$ cat src/rtl/hazard_pkg.sv
// hazard_pkg: shared types and widths for the hazard/stall controller.
// State encoding is fixed (RUN=0, MEM_WAIT=1, REDIRECT=2) so debug tools can decode it.
package hazard_pkg;

    typedef enum logic [1:0] {
        RUN      = 2'd0,
        MEM_WAIT = 2'd1,
        REDIRECT = 2'd2
    } hz_state_e;

    // Wait counter must hold MEM_TIMEOUT up to 65535.
    localparam int WAIT_CNT_W  = 16;
    // Redirect counter holds FLUSH_CYCLES-1, at most 3.
    localparam int REDIR_CNT_W = 3;
    // Performance counters wrap at 32 bits.
    localparam int PERF_CNT_W  = 32;

endpackage

$ cat src/rtl/hazard_ctrl_if.sv
// hazard_ctrl_if: pipeline-side signals seen by the hazard controller.
// master = pipeline datapath (drives hazard sources, consumes controls),
// slave  = hazard_ctrl.
// Data-memory handshake: an access is outstanding while mem_req is high;
// it completes in the cycle where mem_req and mem_ready are both high.
// A cycle with mem_req high and mem_ready low is a wait state. Dropping
// mem_req also ends the wait.
interface hazard_ctrl_if;
    import hazard_pkg::*;

    logic [4:0] id_rs1;
    logic [4:0] id_rs2;
    logic       id_uses_rs1;
    logic       id_uses_rs2;
    logic       ex_load;
    logic [4:0] ex_rd;
    logic       branch_taken;
    logic       mem_req;
    logic       mem_ready;

    logic       pc_stall;
    logic       if_id_stall;
    logic       id_ex_stall;
    logic       ex_mem_stall;
    logic       if_id_flush;
    logic       id_ex_bubble;
    logic       mem_wb_bubble;
    logic       fwd_load_block;
    logic       mem_timeout_err;
    hz_state_e  state;          // debug view of the controller FSM

    modport master (
        output id_rs1, id_rs2, id_uses_rs1, id_uses_rs2, ex_load, ex_rd,
               branch_taken, mem_req, mem_ready,
        input  pc_stall, if_id_stall, id_ex_stall, ex_mem_stall, if_id_flush,
               id_ex_bubble, mem_wb_bubble, fwd_load_block, mem_timeout_err, state
    );

    modport slave (
        input  id_rs1, id_rs2, id_uses_rs1, id_uses_rs2, ex_load, ex_rd,
               branch_taken, mem_req, mem_ready,
        output pc_stall, if_id_stall, id_ex_stall, ex_mem_stall, if_id_flush,
               id_ex_bubble, mem_wb_bubble, fwd_load_block, mem_timeout_err, state
    );

endinterface

$ cat src/rtl/hazard_perf_cnt.sv
// hazard_perf_cnt: wrapping 32-bit counters of stall cycles and accepted
// taken branches. Only instantiated when HAZARD_PERF_CNT_EN is defined.
module hazard_perf_cnt
    import hazard_pkg::*;
(
    input  logic                  clk,
    input  logic                  rst,
    input  logic                  stall_i,
    input  logic                  flush_i,
    output logic [PERF_CNT_W-1:0] stall_cycles_o,
    output logic [PERF_CNT_W-1:0] flush_count_o
);

    logic [PERF_CNT_W-1:0] stall_q, stall_d;
    logic [PERF_CNT_W-1:0] flush_q, flush_d;

    // Next counts: add one per qualifying cycle, wrap naturally.
    always_comb begin
        stall_d = stall_q + {{(PERF_CNT_W-1){1'b0}}, stall_i};
        flush_d = flush_q + {{(PERF_CNT_W-1){1'b0}}, flush_i};
    end

    // Counter registers, cleared by synchronous reset.
    always_ff @(posedge clk) begin
        if (rst) begin
            stall_q <= '0;
            flush_q <= '0;
        end else begin
            stall_q <= stall_d;
            flush_q <= flush_d;
        end
    end

    assign stall_cycles_o = stall_q;
    assign flush_count_o  = flush_q;

endmodule

$ cat src/rtl/hazard_ctrl.sv
// hazard_ctrl: load-use / branch-redirect / memory-wait hazard controller
// for the 5-stage core. Controls are combinational from state and inputs;
// state, counters and the sticky timeout flag are registered.
// Optional feature macro: HAZARD_PERF_CNT_EN adds the stall_cycles and
// flush_count performance counter ports.
module hazard_ctrl
    import hazard_pkg::*;
#(
    parameter int FLUSH_CYCLES = 1,    // 1..4
    parameter int MEM_TIMEOUT  = 255   // 1..65535
) (
    input  logic                  clk,
    input  logic                  rst,
    hazard_ctrl_if.slave          hz
`ifdef HAZARD_PERF_CNT_EN
    ,
    output logic [PERF_CNT_W-1:0] stall_cycles,
    output logic [PERF_CNT_W-1:0] flush_count
`endif
);

    localparam logic [WAIT_CNT_W-1:0]  TIMEOUT_V   = WAIT_CNT_W'(MEM_TIMEOUT);
    localparam logic [REDIR_CNT_W-1:0] FLUSH_M1    = REDIR_CNT_W'(FLUSH_CYCLES - 1);
    localparam logic [REDIR_CNT_W-1:0] REDIR_ONE   = REDIR_CNT_W'(1);
    localparam bit                     MULTI_FLUSH = (FLUSH_CYCLES > 1);

    hz_state_e               state_q, state_d;
    logic [WAIT_CNT_W-1:0]   wait_cnt_q, wait_cnt_d;
    logic [REDIR_CNT_W-1:0]  redir_cnt_q, redir_cnt_d;
    logic                    pend_q, pend_d;    // redirect interrupted by a memory wait
    logic                    err_q, err_d;

    logic                    mem_busy;
    logic                    load_use;
    logic                    br_accept;
    logic [WAIT_CNT_W-1:0]   wait_inc;

    logic pc_stall, if_id_stall, id_ex_stall, ex_mem_stall;
    logic if_id_flush, id_ex_bubble, mem_wb_bubble;

    assign mem_busy  = hz.mem_req & ~hz.mem_ready;
    assign load_use  = hz.ex_load & (hz.ex_rd != 5'd0) &
                       ((hz.id_uses_rs1 & (hz.id_rs1 == hz.ex_rd)) |
                        (hz.id_uses_rs2 & (hz.id_rs2 == hz.ex_rd)));
    assign br_accept = hz.branch_taken & ~mem_busy;
    // Wait count saturates at the timeout value; the error flag is sticky anyway.
    assign wait_inc  = (wait_cnt_q == TIMEOUT_V) ? wait_cnt_q : wait_cnt_q + 1'b1;

    // Hazard priority (mem_busy > branch > redirect continuation > load_use) and next state.
    always_comb begin
        state_d       = state_q;
        wait_cnt_d    = wait_cnt_q;
        redir_cnt_d   = redir_cnt_q;
        pend_d        = pend_q;
        err_d         = err_q;
        pc_stall      = 1'b0;
        if_id_stall   = 1'b0;
        id_ex_stall   = 1'b0;
        ex_mem_stall  = 1'b0;
        if_id_flush   = 1'b0;
        id_ex_bubble  = 1'b0;
        mem_wb_bubble = 1'b0;

        if (mem_busy) begin
            pc_stall      = 1'b1;
            if_id_stall   = 1'b1;
            id_ex_stall   = 1'b1;
            ex_mem_stall  = 1'b1;
            mem_wb_bubble = 1'b1;
            state_d       = MEM_WAIT;
            wait_cnt_d    = wait_inc;
            if (state_q == REDIRECT) begin
                pend_d = 1'b1;              // remaining flush count is kept as-is
            end
            if (wait_inc == TIMEOUT_V) begin
                err_d = 1'b1;
            end
        end else begin
            wait_cnt_d = '0;
            pend_d     = 1'b0;
            if (br_accept) begin
                if_id_flush  = 1'b1;
                id_ex_bubble = 1'b1;
                if (MULTI_FLUSH) begin
                    state_d     = REDIRECT;
                    redir_cnt_d = FLUSH_M1;
                end else begin
                    state_d = RUN;
                end
            end else if ((state_q == REDIRECT) || ((state_q == MEM_WAIT) && pend_q)) begin
                // Redirect continues (or resumes right after a memory wait).
                // ID holds a flushed slot, so load_use is not evaluated here.
                if_id_flush = 1'b1;
                redir_cnt_d = redir_cnt_q - 1'b1;
                state_d     = (redir_cnt_q > REDIR_ONE) ? REDIRECT : RUN;
            end else begin
                state_d = RUN;
                if (load_use) begin
                    pc_stall     = 1'b1;
                    if_id_stall  = 1'b1;
                    id_ex_bubble = 1'b1;
                end
            end
        end

        if (rst) begin
            pc_stall      = 1'b0;
            if_id_stall   = 1'b0;
            id_ex_stall   = 1'b0;
            ex_mem_stall  = 1'b0;
            if_id_flush   = 1'b0;
            id_ex_bubble  = 1'b0;
            mem_wb_bubble = 1'b0;
        end
    end

    // State, counters and sticky error; reset aborts any wait or redirect.
    always_ff @(posedge clk) begin
        if (rst) begin
            state_q     <= RUN;
            wait_cnt_q  <= '0;
            redir_cnt_q <= '0;
            pend_q      <= 1'b0;
            err_q       <= 1'b0;
        end else begin
            state_q     <= state_d;
            wait_cnt_q  <= wait_cnt_d;
            redir_cnt_q <= redir_cnt_d;
            pend_q      <= pend_d;
            err_q       <= err_d;
        end
    end

    assign hz.pc_stall        = pc_stall;
    assign hz.if_id_stall     = if_id_stall;
    assign hz.id_ex_stall     = id_ex_stall;
    assign hz.ex_mem_stall    = ex_mem_stall;
    assign hz.if_id_flush     = if_id_flush;
    assign hz.id_ex_bubble    = id_ex_bubble;
    assign hz.mem_wb_bubble   = mem_wb_bubble;
    assign hz.fwd_load_block  = hz.ex_load & ~rst;
    assign hz.mem_timeout_err = err_q & ~rst;
    assign hz.state           = rst ? RUN : state_q;

`ifdef HAZARD_PERF_CNT_EN
    hazard_perf_cnt u_perf (
        .clk            (clk),
        .rst            (rst),
        .stall_i        (pc_stall),
        .flush_i        (br_accept & ~rst),
        .stall_cycles_o (stall_cycles),
        .flush_count_o  (flush_count)
    );
`endif

endmodule

$ cat src/flat_wrapper.sv
// flat-port wrapper written by rule: the top's interface ports become plain ports
module hazard_ctrl_flat import hazard_pkg::*;
#(
    parameter int FLUSH_CYCLES = 1,           
    parameter int MEM_TIMEOUT  = 255              
)
  (clk, rst, hz_id_rs1, hz_id_rs2, hz_id_uses_rs1, hz_id_uses_rs2, hz_ex_load, hz_ex_rd, hz_branch_taken, hz_mem_req, hz_mem_ready, hz_pc_stall, hz_if_id_stall, hz_id_ex_stall, hz_ex_mem_stall, hz_if_id_flush, hz_id_ex_bubble, hz_mem_wb_bubble, hz_fwd_load_block, hz_mem_timeout_err, hz_state);
  hazard_ctrl_if hz_i ();
  input  logic clk;
  input  logic rst;
  input wire logic [$bits(hz_i.id_rs1)-1:0] hz_id_rs1;
  input wire logic [$bits(hz_i.id_rs2)-1:0] hz_id_rs2;
  input wire logic [$bits(hz_i.id_uses_rs1)-1:0] hz_id_uses_rs1;
  input wire logic [$bits(hz_i.id_uses_rs2)-1:0] hz_id_uses_rs2;
  input wire logic [$bits(hz_i.ex_load)-1:0] hz_ex_load;
  input wire logic [$bits(hz_i.ex_rd)-1:0] hz_ex_rd;
  input wire logic [$bits(hz_i.branch_taken)-1:0] hz_branch_taken;
  input wire logic [$bits(hz_i.mem_req)-1:0] hz_mem_req;
  input wire logic [$bits(hz_i.mem_ready)-1:0] hz_mem_ready;
  output wire logic [$bits(hz_i.pc_stall)-1:0] hz_pc_stall;
  output wire logic [$bits(hz_i.if_id_stall)-1:0] hz_if_id_stall;
  output wire logic [$bits(hz_i.id_ex_stall)-1:0] hz_id_ex_stall;
  output wire logic [$bits(hz_i.ex_mem_stall)-1:0] hz_ex_mem_stall;
  output wire logic [$bits(hz_i.if_id_flush)-1:0] hz_if_id_flush;
  output wire logic [$bits(hz_i.id_ex_bubble)-1:0] hz_id_ex_bubble;
  output wire logic [$bits(hz_i.mem_wb_bubble)-1:0] hz_mem_wb_bubble;
  output wire logic [$bits(hz_i.fwd_load_block)-1:0] hz_fwd_load_block;
  output wire logic [$bits(hz_i.mem_timeout_err)-1:0] hz_mem_timeout_err;
  output wire logic [$bits(hz_i.state)-1:0] hz_state;
  assign hz_i.id_rs1 = hz_id_rs1;
  assign hz_i.id_rs2 = hz_id_rs2;
  assign hz_i.id_uses_rs1 = hz_id_uses_rs1;
  assign hz_i.id_uses_rs2 = hz_id_uses_rs2;
  assign hz_i.ex_load = hz_ex_load;
  assign hz_i.ex_rd = hz_ex_rd;
  assign hz_i.branch_taken = hz_branch_taken;
  assign hz_i.mem_req = hz_mem_req;
  assign hz_i.mem_ready = hz_mem_ready;
  assign hz_pc_stall = hz_i.pc_stall;
  assign hz_if_id_stall = hz_i.if_id_stall;
  assign hz_id_ex_stall = hz_i.id_ex_stall;
  assign hz_ex_mem_stall = hz_i.ex_mem_stall;
  assign hz_if_id_flush = hz_i.if_id_flush;
  assign hz_id_ex_bubble = hz_i.id_ex_bubble;
  assign hz_mem_wb_bubble = hz_i.mem_wb_bubble;
  assign hz_fwd_load_block = hz_i.fwd_load_block;
  assign hz_mem_timeout_err = hz_i.mem_timeout_err;
  assign hz_state = hz_i.state;
  hazard_ctrl #(.FLUSH_CYCLES(FLUSH_CYCLES), .MEM_TIMEOUT(MEM_TIMEOUT)) u_core (.clk(clk), .rst(rst), .hz(hz_i));
endmodule
$ cat config.mk
export PLATFORM = sky130hd
export DESIGN_NAME = hazard_ctrl_flat
export DESIGN_NICKNAME = d
export VERILOG_FILES = /design/src/rtl/hazard_pkg.sv /design/src/rtl/hazard_ctrl_if.sv /design/src/rtl/hazard_perf_cnt.sv /design/src/rtl/hazard_ctrl.sv /design/src/flat_wrapper.sv
export SDC_FILE = /design/constraint.sdc
export NUM_CORES = 1
export LEC_CHECK = 0
export CAP_MARGIN = 0
export CORE_MARGIN = 2
export CORE_UTILIZATION = 35
export DETAILED_ROUTE_END_ITERATION = 7
export SKIP_CTS_REPAIR_TIMING = 1
export SYNTH_ARGS = -nofsm -noshare
export SYNTH_HDL_FRONTEND = slang
export SYNTH_HIERARCHICAL = 1
export SYNTH_SLANG_ARGS = --single-unit
$ cat constraint.sdc
create_clock -name clk -period 2 [get_ports clk]
set_clock_uncertainty 0.2 [all_clocks]
set_input_delay 0.4 -clock clk [delete_from_list [all_inputs] [get_ports clk]]
set_output_delay 0.4 -clock clk [all_outputs]
set_load 0.01 [all_outputs]
# Yosys cells after proc, flatten, opt, wreduce, memory -nomap -nowiden
# Cells that the tools add are included.
[classes]
div_mod_pow = 0
reduce_logical = 7
n_eq_ne = 6
mul = 0
add_sub_neg = 2
n_shift = 0
n_lt_le_gt_ge = 1
bitwise_logic = 14
n_mux = 20
[ops]
columns = ["op", "n"]
rows = [
  ["16-bit by 8-bit == test with 1-bit output (second input constant)", 2],
  ["1-bit 2-to-1 mux", 17],
  ["16-bit by 1-bit adder with 16-bit output (second input constant)", 1],
  ["16-bit 2-to-1 mux", 1],
  ["5-bit == test", 2],
  ["1-bit AND", 8],
  ["1-bit NOT", 5],
  ["5-bit nonzero test", 1],
  ["2-bit 2-to-1 mux", 2],
  ["4-bit OR reduction", 1],
  ["3-bit by 1-bit greater-than comparator with 1-bit output (second input constant)", 1],
  ["3-bit AND reduction", 1],
  ["3-bit by 1-bit subtractor with 3-bit output (second input constant)", 1],
  ["2-bit by 1-bit == test with 1-bit output (second input constant)", 1],
  ["2-bit == test (second input constant)", 1],
  ["2-bit AND reduction", 1],
  ["2-bit OR reduction", 1],
  ["1-bit logical AND", 1],
  ["1-bit logical OR", 1],
  ["1-bit OR", 1],
]
[word_totals]
ram_bits = 0
memories = 0
ff_bits = 23
latchBits = 0
wordCells = 56
mem_bits_ro = 0
in_bits = 23

# Longest topological paths before layout
[depth]
word_depth = 9
ltp_mapped = 8
mapped_depth_nobuf = 7

# Worst setup path after synthesis
# Ideal clock, no wire load.
[synth_timing]
kind = "in2out"
startpoint = "input hz_ex_rd[0]"
endpoint = "output hz_pc_stall"
t_arrival_ps = 1642
setup_slack_ps = -242
path_buffers = 1
stages = 6
required_ps = 1400
path_cell_list = "xor2_1 nor4_1 and3_1 o211ai_1 o31ai_1 buf_4"
[synth_between]
elab_chain_len = 9
elab_cells_between_ends = 13
classes_between = "eq/ne (2); mux (5); bitwise (5); reduce/logical (1)"
[synth_rtl]
columns = ["item", "line", "text"]
rows = [
  ["from (decl)", "flat_wrapper.sv:16", "input wire logic [$bits(hz_i.ex_rd)-1:0] hz_ex_rd;"],
  ["5-bit == test, on equally long branches", "hazard_ctrl.sv:43, hazard_ctrl.sv:44", ""],
  ["1-bit AND, on equally long branches", "hazard_ctrl.sv:43, hazard_ctrl.sv:44", ""],
  ["1-bit OR", "hazard_ctrl.sv:43", "((hz.id_uses_rs1 & (hz.id_rs1 == hz.ex_rd)) |"],
  ["1-bit AND (*)", "hazard_ctrl.sv:42", "assign load_use = hz.ex_load & (hz.ex_rd != 5'd0) &"],
  ["1-bit 2-to-1 mux (*) (5 in a row)", "-", ""],
  ["to (decl)", "flat_wrapper.sv:20", "output wire logic [$bits(hz_i.pc_stall)-1:0] hz_pc_stall;"],
]
# Mark *: on every way between the ends. The rest lies on a longest branch, timed or not.

# Final worst setup path
[layout_timing]
startpoint = "input hz_id_rs2[2]"
endpoint = "output hz_if_id_stall"
[layout_between]
elab_chain_len = 9
[layout_rtl]
columns = ["item", "line", "text"]
rows = [
  ["from (decl)", "flat_wrapper.sv:12", "input wire logic [$bits(hz_i.id_rs2)-1:0] hz_id_rs2;"],
  ["5-bit == test", "hazard_ctrl.sv:44", "(hz.id_uses_rs2 & (hz.id_rs2 == hz.ex_rd)));"],
  ["1-bit AND", "hazard_ctrl.sv:44", ""],
  ["1-bit OR", "hazard_ctrl.sv:43", ""],
  ["1-bit AND", "hazard_ctrl.sv:42", ""],
  ["1-bit 2-to-1 mux", "hazard_ctrl.sv:98", "if (load_use) begin"],
  ["1-bit 2-to-1 mux", "hazard_ctrl.sv:90", "end else if ((state_q == REDIRECT) || ((state_q == MEM_WAIT) && pend_q)) begin"],
  ["1-bit 2-to-1 mux", "hazard_ctrl.sv:81", "if (br_accept) begin"],
  ["1-bit 2-to-1 mux", "hazard_ctrl.sv:64", "if (mem_busy) begin"],
  ["1-bit 2-to-1 mux", "hazard_ctrl.sv:106", "if (rst) begin"],
  ["to (decl)", "flat_wrapper.sv:21", "output wire logic [$bits(hz_i.if_id_stall)-1:0] hz_if_id_stall;"],
]
# Every way passes these cells.

==> impl_metrics.tcl <==
set metrics [dict create \
    status "finished with violations" \
    violations "setup timing" \
    crit_type "in -> out" \
    synth_fp_nets 210 \
    fmax_mhz 436.2 \
    tightestPinTransition_ns 0.3048 \
    dp_hpwl_um 2706 \
    syn-cell-area_um2 1478 \
    dr.pass1.iters 4 \
    hold_violations 0 \
    synth-seq-cells 23 \
    dieArea_um2 4758 \
    synthTopCellsByCount "25 x nor2_1, 23 x dfxtp_1, 15 x xor2_1" \
    grt_pass1_vias 1330 \
    finalWorstSetupSlack_ns -0.2923 \
    drive_gt1_share_pct 29.75 \
    grt_use_met3_pct 3.571 \
    yosysMostFrequentCell "nor2_1" \
    rsz0062_at_grt "yes" \
    drt_first_iter_violations 28 \
    antenna_cells 0 \
    clk_path_buf_depth 2 \
    place_congestion 0.8311 \
    clk_latency_ns 0.26 \
    htreeDepth 1 \
    total_power_mw 0.8787 \
    endpoint_kind "output pin" \
    cp_max_fo 2 \
    period_share_pct 114.6 \
    ir_worst_vdd_v 0.0002537 \
    grt_max_degree 18 \
    grt_overflow 0 \
    use_met2_pct 27.88 \
    core_um2 4029 \
    grt-busiest-layer "met2" \
    grt_pass1_wl_um 5547 \
    min_period_ns 2.292 \
    nets 269 \
    wl_per_cell_um 12.18 \
    slew_headroom_pct 79.46 \
    power_density_nw_per_um2 403.9 \
    initial_core_util_pct 36.68 \
    io_pins 34 \
    dp_cells 286 \
    start_kind "primary input" \
    grt_antenna_before_repair 0 \
    ys_top_cells_by_area "dfxtp_1 31%, xor2_1 8.9%, nor2_1 6.4%" \
    dr_total_vias 1449 \
    area_growth_pct 47.25 \
    yosysWarnings 6 \
    syn_inst 184 \
    hp-class "reg -> reg" \
    routed_wl_um 3557 \
    numCtsBuffers 3 \
    setup_viol 3 \
    holdWs_ns 0.2511 \
    crit_arrival_ns 1.69 \
    p_leak_nw 1.031 \
    cts.clk_slew.worst_paths_ns 0.08 \
    maxSlewViolCount 0 \
    yosysTopAreaCell "dfxtp_1" \
    synth_cell_types 43 \
    cts_tree "yes" \
    synth_top_area_share_pct 31.16 \
    cap_viol_max_count 0 \
    dp_slack_ns -1.040 \
    die_x_um 68.98 \
    grt_usage_pct 15.37 \
    chipHeight_um 68.98 \
    async_reset_ff_share_pct 0 \
    io_buffers 33 \
    clock_sinks 23 \
    finalNonFillerCells 292 \
    avgSynthCellArea_um2 8.031 \
    synth_ff_type "dfxtp_1" \
    yosysSeqAreaShare_pct 31.16 \
    crit_required_ns 1.40 \
    gr-usage-met1_pct 17.88 \
    synth_edf_count 0 \
    ant_nets 0 \
    remaining_drc_errors 0 \
    rows 23 \
    routed_via_density 4.962 \
    ctsRootBufferMaster "clkbuf_8" \
]
==> logic make-up (layout without fill, tap and decap cells) <==
| family | after synthesis | after routing | share of synthesized area [%] |
|---|---|---|---|
| buf+inv | 23 | 81 | 8.213 |
| xor+xnor | 25 | 25 | 14.82 |
| flops | 23 | 23 | 31.16 |
| fa+ha+maj | 3 | 3 | 2.540 |
| compound gates | 34 | 34 | 16.26 |
| simple gates | 76 | 76 | 27.01 |
==> state kept, by name, indices dropped and copies added (netlist names) <==
signal	flops
u_core/redir_cnt_q	3
u_core/err_q	1
u_core/state_q	2
u_core/wait_cnt_q	16
u_core/pend_q	1
==> final cells by class <==
type	count	area [um^2]
tap	50	62.56
timing repair buffer	67	586.8
clock buffer	3	41.29
multi-input combinational	138	979.7
inverter	10	37.54
fill	395	1853
clock inverter	1	5.005
sequential	23	462.9
==> layer usage <==
| layer | wire length, um | vias up |
|---|---|---|
| met2 | 1655 | 30 |
| met5 | 0 | - |
| met4 | 39 | 0 |
| li1 | - | 763 |
| met3 | 292 | 4 |
| met1 | 1569 | 652 |
==> through the flow <==
stage	instance area (um^2)	TNS, ns	util, %
2_1_floorplan	1489	-0.1297	-
3_3_place_gp	2038	-7.097	50.59
3_5_place_dp	2038	-7.102	50.59
4_1_cts	2085	-6.823	51.74
5_1_grt	2176	-0.9493	54.01
6_report	2176	-0.7204	54.01
==> worst max-delay path, stage by stage <==
cell and delay, ns:
dlymetal6s2s_1 0.13, xor2_1 0.15, nor4_1 0.26, and3_1 0.19, o211ai_1 0.12, o31ai_2 0.27
buf_2 0.17
==> report_power, final <==
group,leakage [nW],switching [mW],internal [mW]
clock network,0.0255,0.153,0.139
registers,0.186,0.00145,0.459
logic,0.819,0.0507,0.0748
==> final timing paths <==
kind / startpoint / to / slack, ns / depth (start not counted)
worst max-delay path: hz_id_rs2[2] / hz_if_id_stall / -0.29 / 7
worst min-delay path: u_core/pend_q / u_core/pend_q / 0.25 / 2
worst max register to register: u_core/wait_cnt_q[2] / u_core/err_q / 0.09 / 6
worst min register to register: u_core/pend_q / u_core/pend_q / 0.25 / 2
==> layout by cell type, fill, tap and decap left out, types with 2 or more instances in the layout <==
cell type / instances
o31ai_2: 2
xor2_1: 14
a21oi_1: 8
o2111ai_1: 4
and3_1: 4
clkbuf_2: 6
a31oi_1: 2
xnor2_1: 10
nand4_1: 4
nand2b_1: 2
dlymetal6s2s_1: 17
ha_1: 2
dfxtp_2: 2
clkbuf_8: 3
nor2b_1: 4
buf_6: 3
a211oi_1: 2
inv_1: 9
nor2_1: 23
nor2_2: 2
o211ai_1: 2
buf_4: 34
dfxtp_1: 21
nand3_1: 3
nor4_1: 4
nor3_1: 5
o21ai_0: 5
clkdlybuf4s50_1: 4
nor4_2: 3
buf_2: 3
nand3_2: 4
nand2_1: 9
(Power assumes the default switching activity.)
